<file path="src/rtl/alu_issue_pkg.sv">
// Shared constants, state encoding and decode helpers for the TotalALU issue sequencer.
package alu_issue_pkg;

  localparam int ALU_LAT = 2;
  localparam int MUL_LAT = 33;
  localparam int CNT_W   = 6;

  localparam logic [5:0] FN_AND   = 6'd36;
  localparam logic [5:0] FN_OR    = 6'd37;
  localparam logic [5:0] FN_ADD   = 6'd32;
  localparam logic [5:0] FN_SUB   = 6'd34;
  localparam logic [5:0] FN_SLT   = 6'd42;
  localparam logic [5:0] FN_SLL   = 6'd0;
  localparam logic [5:0] FN_MULTU = 6'd25;
  localparam logic [5:0] FN_MFHI  = 6'd16;
  localparam logic [5:0] FN_MFLO  = 6'd18;

  // MFLO only reads LO, so parking TotalALU on it between ops disturbs nothing.
  localparam logic [5:0] SIGNAL_NEUTRAL = FN_MFLO;

  typedef enum logic [1:0] {
    IDLE = 2'd0,
    EXEC = 2'd1,
    DONE = 2'd2
  } state_t;

  function automatic logic isLegal(input logic [5:0] funct);
    case (funct)
      FN_AND, FN_OR, FN_ADD, FN_SUB, FN_SLT,
      FN_SLL, FN_MULTU, FN_MFHI, FN_MFLO: isLegal = 1'b1;
      default:                            isLegal = 1'b0;
    endcase
  endfunction

  // Counter preload: the EXEC exit happens on the edge after the counter hits zero.
  function automatic logic [CNT_W-1:0] latLoad(input logic [5:0] funct);
    if (funct == FN_MULTU) latLoad = CNT_W'(MUL_LAT - 1);
    else                   latLoad = CNT_W'(ALU_LAT - 1);
  endfunction

endpackage

</file>
<file path="src/rtl/alu_issue_ctrl_if.sv">
// Operation handshake, TotalALU drive/return and write-back signals of the issue sequencer.
interface alu_issue_ctrl_if;

  // Handshake: an operation transfers on a rising edge where op_valid and op_ready are
  // both 1; op_valid is ignored while op_ready is 0 and upstream holds its fields until then.
  logic        op_valid;
  logic        op_ready;
  logic [5:0]  op_funct;
  logic [31:0] op_rs_data;
  logic [31:0] op_rt_data;
  logic [4:0]  op_shamt;
  logic [4:0]  op_rd;

  logic [31:0] dataA;
  logic [31:0] dataB;
  logic [5:0]  Signal;
  logic [31:0] alu_result;

  logic        wb_valid;
  logic [4:0]  wb_rd;
  logic [31:0] wb_data;
  logic        mul_done;
  logic        illegal;

  modport slave (
    input  op_valid, op_funct, op_rs_data, op_rt_data, op_shamt, op_rd, alu_result,
    output op_ready, dataA, dataB, Signal, wb_valid, wb_rd, wb_data, mul_done, illegal
  );

  modport master (
    output op_valid, op_funct, op_rs_data, op_rt_data, op_shamt, op_rd, alu_result,
    input  op_ready, dataA, dataB, Signal, wb_valid, wb_rd, wb_data, mul_done, illegal
  );

endinterface

</file>
<file path="src/rtl/alu_issue_ctrl_lat_counter.sv">
// Loadable down-counter that stops at zero; zero flag marks the last EXEC cycle.
module issue_lat_counter #(
  parameter int W = 6
) (
  input  logic         clk,
  input  logic         reset,
  input  logic         load,
  input  logic         dec,
  input  logic [W-1:0] loadVal,
  output logic         zero
);

  logic [W-1:0] count;

  always_ff @(posedge clk or negedge reset) begin
    if (!reset)                  count <= '0;
    else if (load)               count <= loadVal;
    else if (dec && count != 0)  count <= count - 1'b1;
  end

  assign zero = (count == '0);

endmodule

</file>
<file path="src/rtl/alu_issue_ctrl.sv">
// Issues one R-type op to TotalALU, holds its operands for the op latency, then writes back.
module alu_issue_ctrl
  import alu_issue_pkg::*;
(
  input  logic             clk,
  input  logic             reset,
  alu_issue_ctrl_if.slave  bus,
  output state_t           dbgState
);

  state_t state, nextState;
  logic   accept, reject, capture, cntZero;
  logic   isMul;
  logic [4:0] rdReg;

  always_ff @(posedge clk or negedge reset) begin
    if (!reset) state <= IDLE;
    else        state <= nextState;
  end

  // DONE accepts like IDLE so back-to-back ops cost LAT+1 cycles.
  always_comb begin
    nextState = state;
    accept    = 1'b0;
    reject    = 1'b0;
    capture   = 1'b0;
    case (state)
      IDLE, DONE: begin
        nextState = IDLE;
        if (bus.op_valid) begin
          if (isLegal(bus.op_funct)) begin
            accept    = 1'b1;
            nextState = EXEC;
          end else begin
            reject    = 1'b1;
          end
        end
      end
      EXEC: begin
        if (cntZero) begin
          capture   = 1'b1;
          nextState = DONE;
        end
      end
      default: nextState = IDLE;
    endcase
  end

  assign bus.op_ready = (state != EXEC);
  assign dbgState     = state;

  issue_lat_counter #(.W(CNT_W)) u_lat (
    .clk     (clk),
    .reset   (reset),
    .load    (accept),
    .dec     (state == EXEC),
    .loadVal (latLoad(bus.op_funct)),
    .zero    (cntZero)
  );

  always_ff @(posedge clk or negedge reset) begin
    if (!reset) begin
      bus.dataA    <= '0;
      bus.dataB    <= '0;
      bus.Signal   <= SIGNAL_NEUTRAL;
      bus.wb_valid <= 1'b0;
      bus.wb_rd    <= '0;
      bus.wb_data  <= '0;
      bus.mul_done <= 1'b0;
      bus.illegal  <= 1'b0;
      isMul        <= 1'b0;
      rdReg        <= '0;
    end else begin
      bus.wb_valid <= 1'b0;
      bus.mul_done <= 1'b0;
      bus.illegal  <= reject;
      if (capture) begin
        bus.wb_data  <= bus.alu_result;
        bus.wb_rd    <= rdReg;
        bus.wb_valid <= !isMul && (rdReg != 5'd0);
        bus.mul_done <= isMul;
        bus.dataA    <= '0;
        bus.dataB    <= '0;
        bus.Signal   <= SIGNAL_NEUTRAL;
      end
      if (accept) begin
        // SLL shifts rt by shamt, everything else feeds rs/rt straight through.
        if (bus.op_funct == FN_SLL) begin
          bus.dataA <= bus.op_rt_data;
          bus.dataB <= {27'b0, bus.op_shamt};
        end else begin
          bus.dataA <= bus.op_rs_data;
          bus.dataB <= bus.op_rt_data;
        end
        bus.Signal <= bus.op_funct;
        isMul      <= (bus.op_funct == FN_MULTU);
        rdReg      <= bus.op_rd;
      end
    end
  end

endmodule
</file>
<file path="src/flat_wrapper.sv">
// flat-port wrapper written by rule: the top's interface ports become plain ports
module alu_issue_ctrl_flat import alu_issue_pkg::*;
  (clk, reset, dbgState, bus_op_valid, bus_op_funct, bus_op_rs_data, bus_op_rt_data, bus_op_shamt, bus_op_rd, bus_alu_result, bus_op_ready, bus_dataA, bus_dataB, bus_Signal, bus_wb_valid, bus_wb_rd, bus_wb_data, bus_mul_done, bus_illegal);
  alu_issue_ctrl_if bus_i ();
  input  logic clk;
  input  logic reset;
  output state_t dbgState;
  input wire logic [$bits(bus_i.op_valid)-1:0] bus_op_valid;
  input wire logic [$bits(bus_i.op_funct)-1:0] bus_op_funct;
  input wire logic [$bits(bus_i.op_rs_data)-1:0] bus_op_rs_data;
  input wire logic [$bits(bus_i.op_rt_data)-1:0] bus_op_rt_data;
  input wire logic [$bits(bus_i.op_shamt)-1:0] bus_op_shamt;
  input wire logic [$bits(bus_i.op_rd)-1:0] bus_op_rd;
  input wire logic [$bits(bus_i.alu_result)-1:0] bus_alu_result;
  output wire logic [$bits(bus_i.op_ready)-1:0] bus_op_ready;
  output wire logic [$bits(bus_i.dataA)-1:0] bus_dataA;
  output wire logic [$bits(bus_i.dataB)-1:0] bus_dataB;
  output wire logic [$bits(bus_i.Signal)-1:0] bus_Signal;
  output wire logic [$bits(bus_i.wb_valid)-1:0] bus_wb_valid;
  output wire logic [$bits(bus_i.wb_rd)-1:0] bus_wb_rd;
  output wire logic [$bits(bus_i.wb_data)-1:0] bus_wb_data;
  output wire logic [$bits(bus_i.mul_done)-1:0] bus_mul_done;
  output wire logic [$bits(bus_i.illegal)-1:0] bus_illegal;
  assign bus_i.op_valid = bus_op_valid;
  assign bus_i.op_funct = bus_op_funct;
  assign bus_i.op_rs_data = bus_op_rs_data;
  assign bus_i.op_rt_data = bus_op_rt_data;
  assign bus_i.op_shamt = bus_op_shamt;
  assign bus_i.op_rd = bus_op_rd;
  assign bus_i.alu_result = bus_alu_result;
  assign bus_op_ready = bus_i.op_ready;
  assign bus_dataA = bus_i.dataA;
  assign bus_dataB = bus_i.dataB;
  assign bus_Signal = bus_i.Signal;
  assign bus_wb_valid = bus_i.wb_valid;
  assign bus_wb_rd = bus_i.wb_rd;
  assign bus_wb_data = bus_i.wb_data;
  assign bus_mul_done = bus_i.mul_done;
  assign bus_illegal = bus_i.illegal;
  alu_issue_ctrl u_core (.clk(clk), .reset(reset), .bus(bus_i), .dbgState(dbgState));
endmodule
</file>
<file path="config.mk">
export PLATFORM = sky130hd
export DESIGN_NAME = alu_issue_ctrl_flat
export DESIGN_NICKNAME = d
export VERILOG_FILES = /design/src/rtl/alu_issue_pkg.sv /design/src/rtl/alu_issue_ctrl_if.sv /design/src/rtl/alu_issue_ctrl_lat_counter.sv /design/src/rtl/alu_issue_ctrl.sv /design/src/flat_wrapper.sv
export SDC_FILE = /design/constraint.sdc
export NUM_CORES = 1
export LEC_CHECK = 0
export CAP_MARGIN = 20
export CELL_PAD_IN_SITES_DETAIL_PLACEMENT = 0
export CELL_PAD_IN_SITES_GLOBAL_PLACEMENT = 1
export CORE_UTILIZATION = 25
export DETAILED_ROUTE_END_ITERATION = 7
export PLACE_DENSITY_LB_ADDON = 0.1
export SLEW_MARGIN = 20
export SYNTH_ARGS = -nofsm -noshare
export SYNTH_HDL_FRONTEND = slang
export SYNTH_SLANG_ARGS = --single-unit
export TNS_END_PERCENT = 100
</file>
<file path="constraint.sdc">
create_clock -name clk -period 4.3 [get_ports clk]
set_clock_uncertainty 0.15 [all_clocks]
set_input_delay 0.43 -clock clk [delete_from_list [all_inputs] [get_ports clk]]
set_output_delay 0.43 -clock clk [all_outputs]
set_load 0.01 [all_outputs]
</file>
Yosys cells after proc, flatten, opt, wreduce, memory -nomap -nowiden. Cells that the tools add are included.

Flip-flop bits (word level): 124. Bits of input ports: 115. Output and inout port bits: 113. Word-level logic and storage cells: 64.

Add/subtract/negate cells: 1. Eq/ne operators: 12. Muxes and demuxes: 27. Reduce and logical (&&, ||, !) cells: 12.

Operators by type and width (count): $mux 32 (5); $eq 6x6->1 const B (5); $mux 6 (5); $eq 6x5->1 const B (3); $mux 1 (14); $logic_not 6->1 (2); $reduce_or 9->1 (1); $reduce_bool 6->1 (1); $sub 6x1->6 const B (1); $reduce_bool 5->1 (1); $mux 2 (2); $ne 2x1->1 const B (2); $pmux 2 s2 (1); $reduce_bool 2->1 (2); $eq 2x1->1 const B (1); $eq 2x2->1 const B (1); $logic_and 1x1->1 (2); $logic_not 2->1 (1); $reduce_or 2->1 (1); $logic_not 1->1 (1).

Longest topological paths before layout.
Word-level depth: 9. Depth in mapped cells: 8. Mapped depth without buffers: 7.

Hierarchy. Synthesis repeated with hierarchy kept, for this count alone.

Cells, all modules: 588. Area, all modules: 6231.0 µm².

Modules (own cells, without submodules): alu_issue_ctrl (times used 1, cells an instance 538, area an instance 5806.8 µm², seq. area each 2955.3 µm²); issue_lat_counter (times used 1, cells an instance 50, area an instance 424.2 µm², seq. area each 150.1 µm²).

Worst setup path after synthesis. Ideal clock, no wire load.

Kind: input to register. From: input port bus_op_funct[5]. To: register u_core.rdReg[0]. Setup time: 125 ps. Arrival time: 1929 ps. Required time: 4025 ps. Path slack: 2096 ps. Stages: 6. Buffers on the path: 1. Path through: or3_1 -> o2bb2a_1 -> o31a_1 -> nor2_4 -> buf_6 -> mux2_2.

Word-level cells in the longest chain between the ends: 8. Elaborated cells on any way between the ends: 16. Those cells by class: 8 x eq/ne; 6 x mux; 2 x reduce/logical.

RTL lines: start, declared (line flat_wrapper.sv:9) `input wire logic [$bits(bus_i.op_funct)-1:0] bus_op_funct;`; $eq 6x6->1, or another cell as far along (line alu_issue_pkg.sv:28) `case (funct)`; $reduce_or 9->1 * (line alu_issue_pkg.sv:28); $mux 1 * (line alu_issue_pkg.sv:28); $mux 1 * (line alu_issue_ctrl.sv:30) `if (bus.op_valid) begin`; $mux 1 * (line alu_issue_ctrl.sv:27) `case (state)`; $mux 1 * (line alu_issue_ctrl.sv:31) `if (isLegal(bus.op_funct)) begin`; $mux 1 * (line alu_issue_ctrl.sv:30); $mux 1 * (line alu_issue_ctrl.sv:27); end signal, assigned (line alu_issue_ctrl.sv:97) `rdReg <= bus.op_rd;`; end, declared (line alu_issue_ctrl.sv:14) `logic [4:0] rdReg;`.

Mark *: on every way between the ends. The rest lies on a longest branch, timed or not. The select of a mux whose other input is x is not followed. A chain may end at the register's enable or synchronous reset.

Worst setup path after layout.
From: input port bus_op_funct[3]. To: register u_core.bus.dataA[4].

Word-level cells in the longest chain between the ends: 9. Elaborated cells on any way between the ends: 19. Those cells by class: 8 x eq/ne; 8 x mux; 3 x reduce/logical.

RTL lines: $eq 6x6->1, or another cell as far along (line alu_issue_pkg.sv:28); $reduce_or 9->1 (line alu_issue_pkg.sv:28); $mux 1 (line alu_issue_pkg.sv:28); $mux 1 (line alu_issue_ctrl.sv:30); $mux 1 (line alu_issue_ctrl.sv:27); $mux 1 (line alu_issue_ctrl.sv:31); $mux 1 (line alu_issue_ctrl.sv:30); $mux 1 (line alu_issue_ctrl.sv:27); $mux 32 or $reduce_bool 2->1 (tied branches); end signal, assigned (line alu_issue_ctrl.sv:89) `bus.dataA <= bus.op_rt_data;`; end signal, assigned (line alu_issue_ctrl.sv:92) `bus.dataA <= bus.op_rs_data;`; end, declared (line alu_issue_ctrl_if.sv:27) `output op_ready, dataA, dataB, Signal, wb_valid, wb_rd, wb_data, mul_done, illegal`.

Several ways; a longest one is shown, not always the timed one. The select of a mux whose other input is x is not followed.

==> impl_metrics.tcl <==
set metrics [dict create \
    status "completed" \
    period_minus_slack_ps 2740 \
    syn_avg_cell_area_um2 11.0 \
    reg2reg_depth 9 \
    cts_made_buffers 17 \
    synth_cell_types 38 \
    final_util 0.414 \
    vias_per_cell 4.41 \
    root_buffer "clkbuf_16" \
    fmax_ghz 0.365 \
    ant_nets 0 \
    netlist_instances 481 \
    grt_pass1_vias 4658 \
    overflow 0 \
    ys_warn_count 0 \
    min_path_cells 2 \
    vias 4374 \
    coreArea_mm2 0.0205 \
    cts.path.max_buffers 2 \
    syn_area_mm2 0.00529 \
    drc 0 \
    grt_pass1_wl_um 26100 \
    first_iter_violations 123 \
    antenna_found_initial 0 \
    power.total_mw 5.70 \
    p_leak_nw 3.94 \
    drive_gt1_frac 0.0693 \
    track_usage 0.156 \
    dp_hpwl_um 11000 \
    peakVddDrop_mv 0.274 \
    place_area_mm2 0.00784 \
    critPathKind "input port to register" \
    hp-class "register to register" \
    syn-num-nets 598 \
    crit_fanout 17 \
    die_h_um 147 \
    finalSetupViolCount 0 \
    p_per_area_mw_per_mm2 671 \
    drt-total-wl_um 16300 \
    final-hold-violation-count 0 \
    rows 52 \
    hold_ws_ps 320 \
    arrival_ps 2910 \
    slew_headroom 0.404 \
    pre_cts_slack_ps 1150 \
    fin_cells 991 \
    critPathCaptureType "register" \
    critical-path-max-stage-delay_ps 590 \
    ys_seq_area_frac 0.587 \
    cts.repair.resized 0 \
    cts.sinks 124 \
    synth-seq-cells 124 \
    tns_ps 0 \
    critical_path_required_ps 4470 \
    finalCritPeriodShare 0.637 \
    die-area_mm2 0.0217 \
    clock_latency_ps 410 \
    firstDrtPassIters 4 \
    layout_setup_ws_ps 1560 \
    slew_viol_final 0 \
    path_cells "clkdlybuf4s50_1, nor4b_1, o2bb2a_1, o31a_1, nor2_4, buf_12, mux2i_1" \
    worstMarginPinSlew_ps 894 \
    diodes 0 \
    cp_slowest_cell "nor2_4" \
    start_util 0.258 \
    finalInstanceArea_mm2 0.00849 \
    ios 228 \
    cts.htree.levels 4 \
    gp_congestion 0.788 \
    port_buffers 227 \
    tritoncts "done" \
    wl_per_cell_um 16.4 \
    critPathLaunchType "input port" \
    cap_violations 0 \
    grt_max_degree 81 \
    rsz0062_at_grt "false" \
    nets 826 \
    cts.clk_slew.worst_paths_ps 50 \
    syn_to_final_growth_pct 60.6 \
    die_w_um 147 \
    placed_cells 959 \
]
==> what timing repair did <==
item,in CTS,in global routing
setup buffers,0,0
endpoints found under the hold margin,46,0
hold buffers,1,0
==> state kept, by name (all words and copies together) (netlist names), 2 cells and up <==
name	cells
u_core.bus.Signal	6
u_core.u_lat.count	6
u_core.rdReg	5
u_core.bus.wb_data	32
u_core.bus.wb_rd	5
u_core.dbgState	2
u_core.bus.dataA	32
u_core.bus.dataB	32
==> cells in the mapped netlist <==
library cell	count	area [um2]
nor2b_1	2	12.5
clkbuf_1	14	52.6
and3_1	2	12.5
buf_4	6	45.0
o2bb2a_1	1	10.0
a21o_1	1	7.51
inv_1	5	18.8
o21bai_1	1	7.51
a32oi_1	1	8.76
a21oi_2	1	8.76
o22ai_1	2	12.5
or4_1	2	15.0
o21ai_0	7	35.0
dfrtp_1	122	3050
clkinv_1	1	3.75
nor3_1	5	25.0
buf_6	4	45.0
mux2i_1	74	741
nand2b_1	3	18.8
a21oi_1	3	15.0
buf_1	1	3.75
xnor2_1	1	8.76
nor2_1	10	37.5
nand2_1	157	589
nor4b_1	1	8.76
o31ai_2	1	12.5
o31a_1	1	8.76
a31oi_1	1	6.26
nor2_4	1	11.3
ha_1	2	25.0
nand3_1	8	40.0
a22o_1	27	236
xor2_1	2	17.5
or3_1	1	6.26
a211oi_1	1	7.51
dfstp_2	2	52.6
mux2_2	5	56.3
buf_2	2	10.0
==> routing by layer <==
metal | vias up | global-route usage | wire (um) | part of all wire
met4 | 0 | 0.0557 | 237 | 0.015
met5 | - | 0 | 0 | 0
li1 | 2088 | - | - | -
met1 | 2100 | 0.196 | 7080 | 0.43
met2 | 168 | 0.242 | 7540 | 0.46
met3 | 18 | 0.0630 | 1440 | 0.088
==> cell type report <==
class	instances	area (um2)
multi-input combinational	324	2010
timing repair buffer	236	2380
inverter	6	22.5
sequential	124	3110
clock inverter	11	191
clock buffer	20	447
fill	1997	12000
tap	270	338
==> path summary, 6_finish.rpt <==
check / start / to / slack, ps
setup / recovery: bus_op_funct[3] / u_core.bus.dataA[4]$_DFFE_PN0P_ / 1560
hold / removal: u_core.bus.wb_data[18]$_DFFE_PN0P_ / u_core.bus.wb_data[18]$_DFFE_PN0P_ / 320
setup reg to reg: u_core.u_lat.count[0]$_DFFE_PN0P_ / u_core.bus.dataB[16]$_DFFE_PN0P_ / 2030
hold reg to reg: u_core.bus.wb_data[18]$_DFFE_PN0P_ / u_core.bus.wb_data[18]$_DFFE_PN0P_ / 320
max in group asynchronous: reset / u_core.bus.dataB[2]$_DFFE_PN0P_ / 2640
min in group asynchronous: reset / u_core.bus.illegal$_DFF_PN0_ / 490
==> logic make-up after synthesis <==
kind of cell,synth area share
and+or+nand+nor,0.147
DFF,0.587
muxes,0.151
AOI/OAI and AO/OA,0.0712
buffers and inverters,0.0338
xor gates and xnor gates,0.00497
adders and majority gates,0.00473
==> power breakdown <==
part / switching [mW] / total (mW) / internal, mW
Combinational: 0.904 / 2.11 / 1.21
Sequential: 0.307 / 2.01 / 1.70
Clock: 0.535 / 1.58 / 1.04
Total: 1.75 / 5.70 / 3.95
==> worst max-delay path: cells and delay by family <==
kind,cells,cell delay (ps)
muxes,1,210
AOI/OAI and AO/OA,2,450
buffers and inverters,2,780
and+or+nand+nor,2,1010
==> layout by cell type (no fill, tap or decap), drive strengths merged, types with 2 or more instances in the layout <==
master,n
dfstp,2
o21ai,7
or4,2
o22ai,2
xor2,2
nor2,11
mux2i,74
inv,6
and3,2
a21oi,4
clkdlybuf4s50,226
bufinv,5
a22o,27
mux2,5
nand2,157
nand3,8
buf,9
ha,2
nand2b,3
nor2b,2
clkinvlp,3
clkinv,3
dfrtp,122
clkbuf,20
nor3,5
No activity file was read; power rests on OpenSTA's default activity.
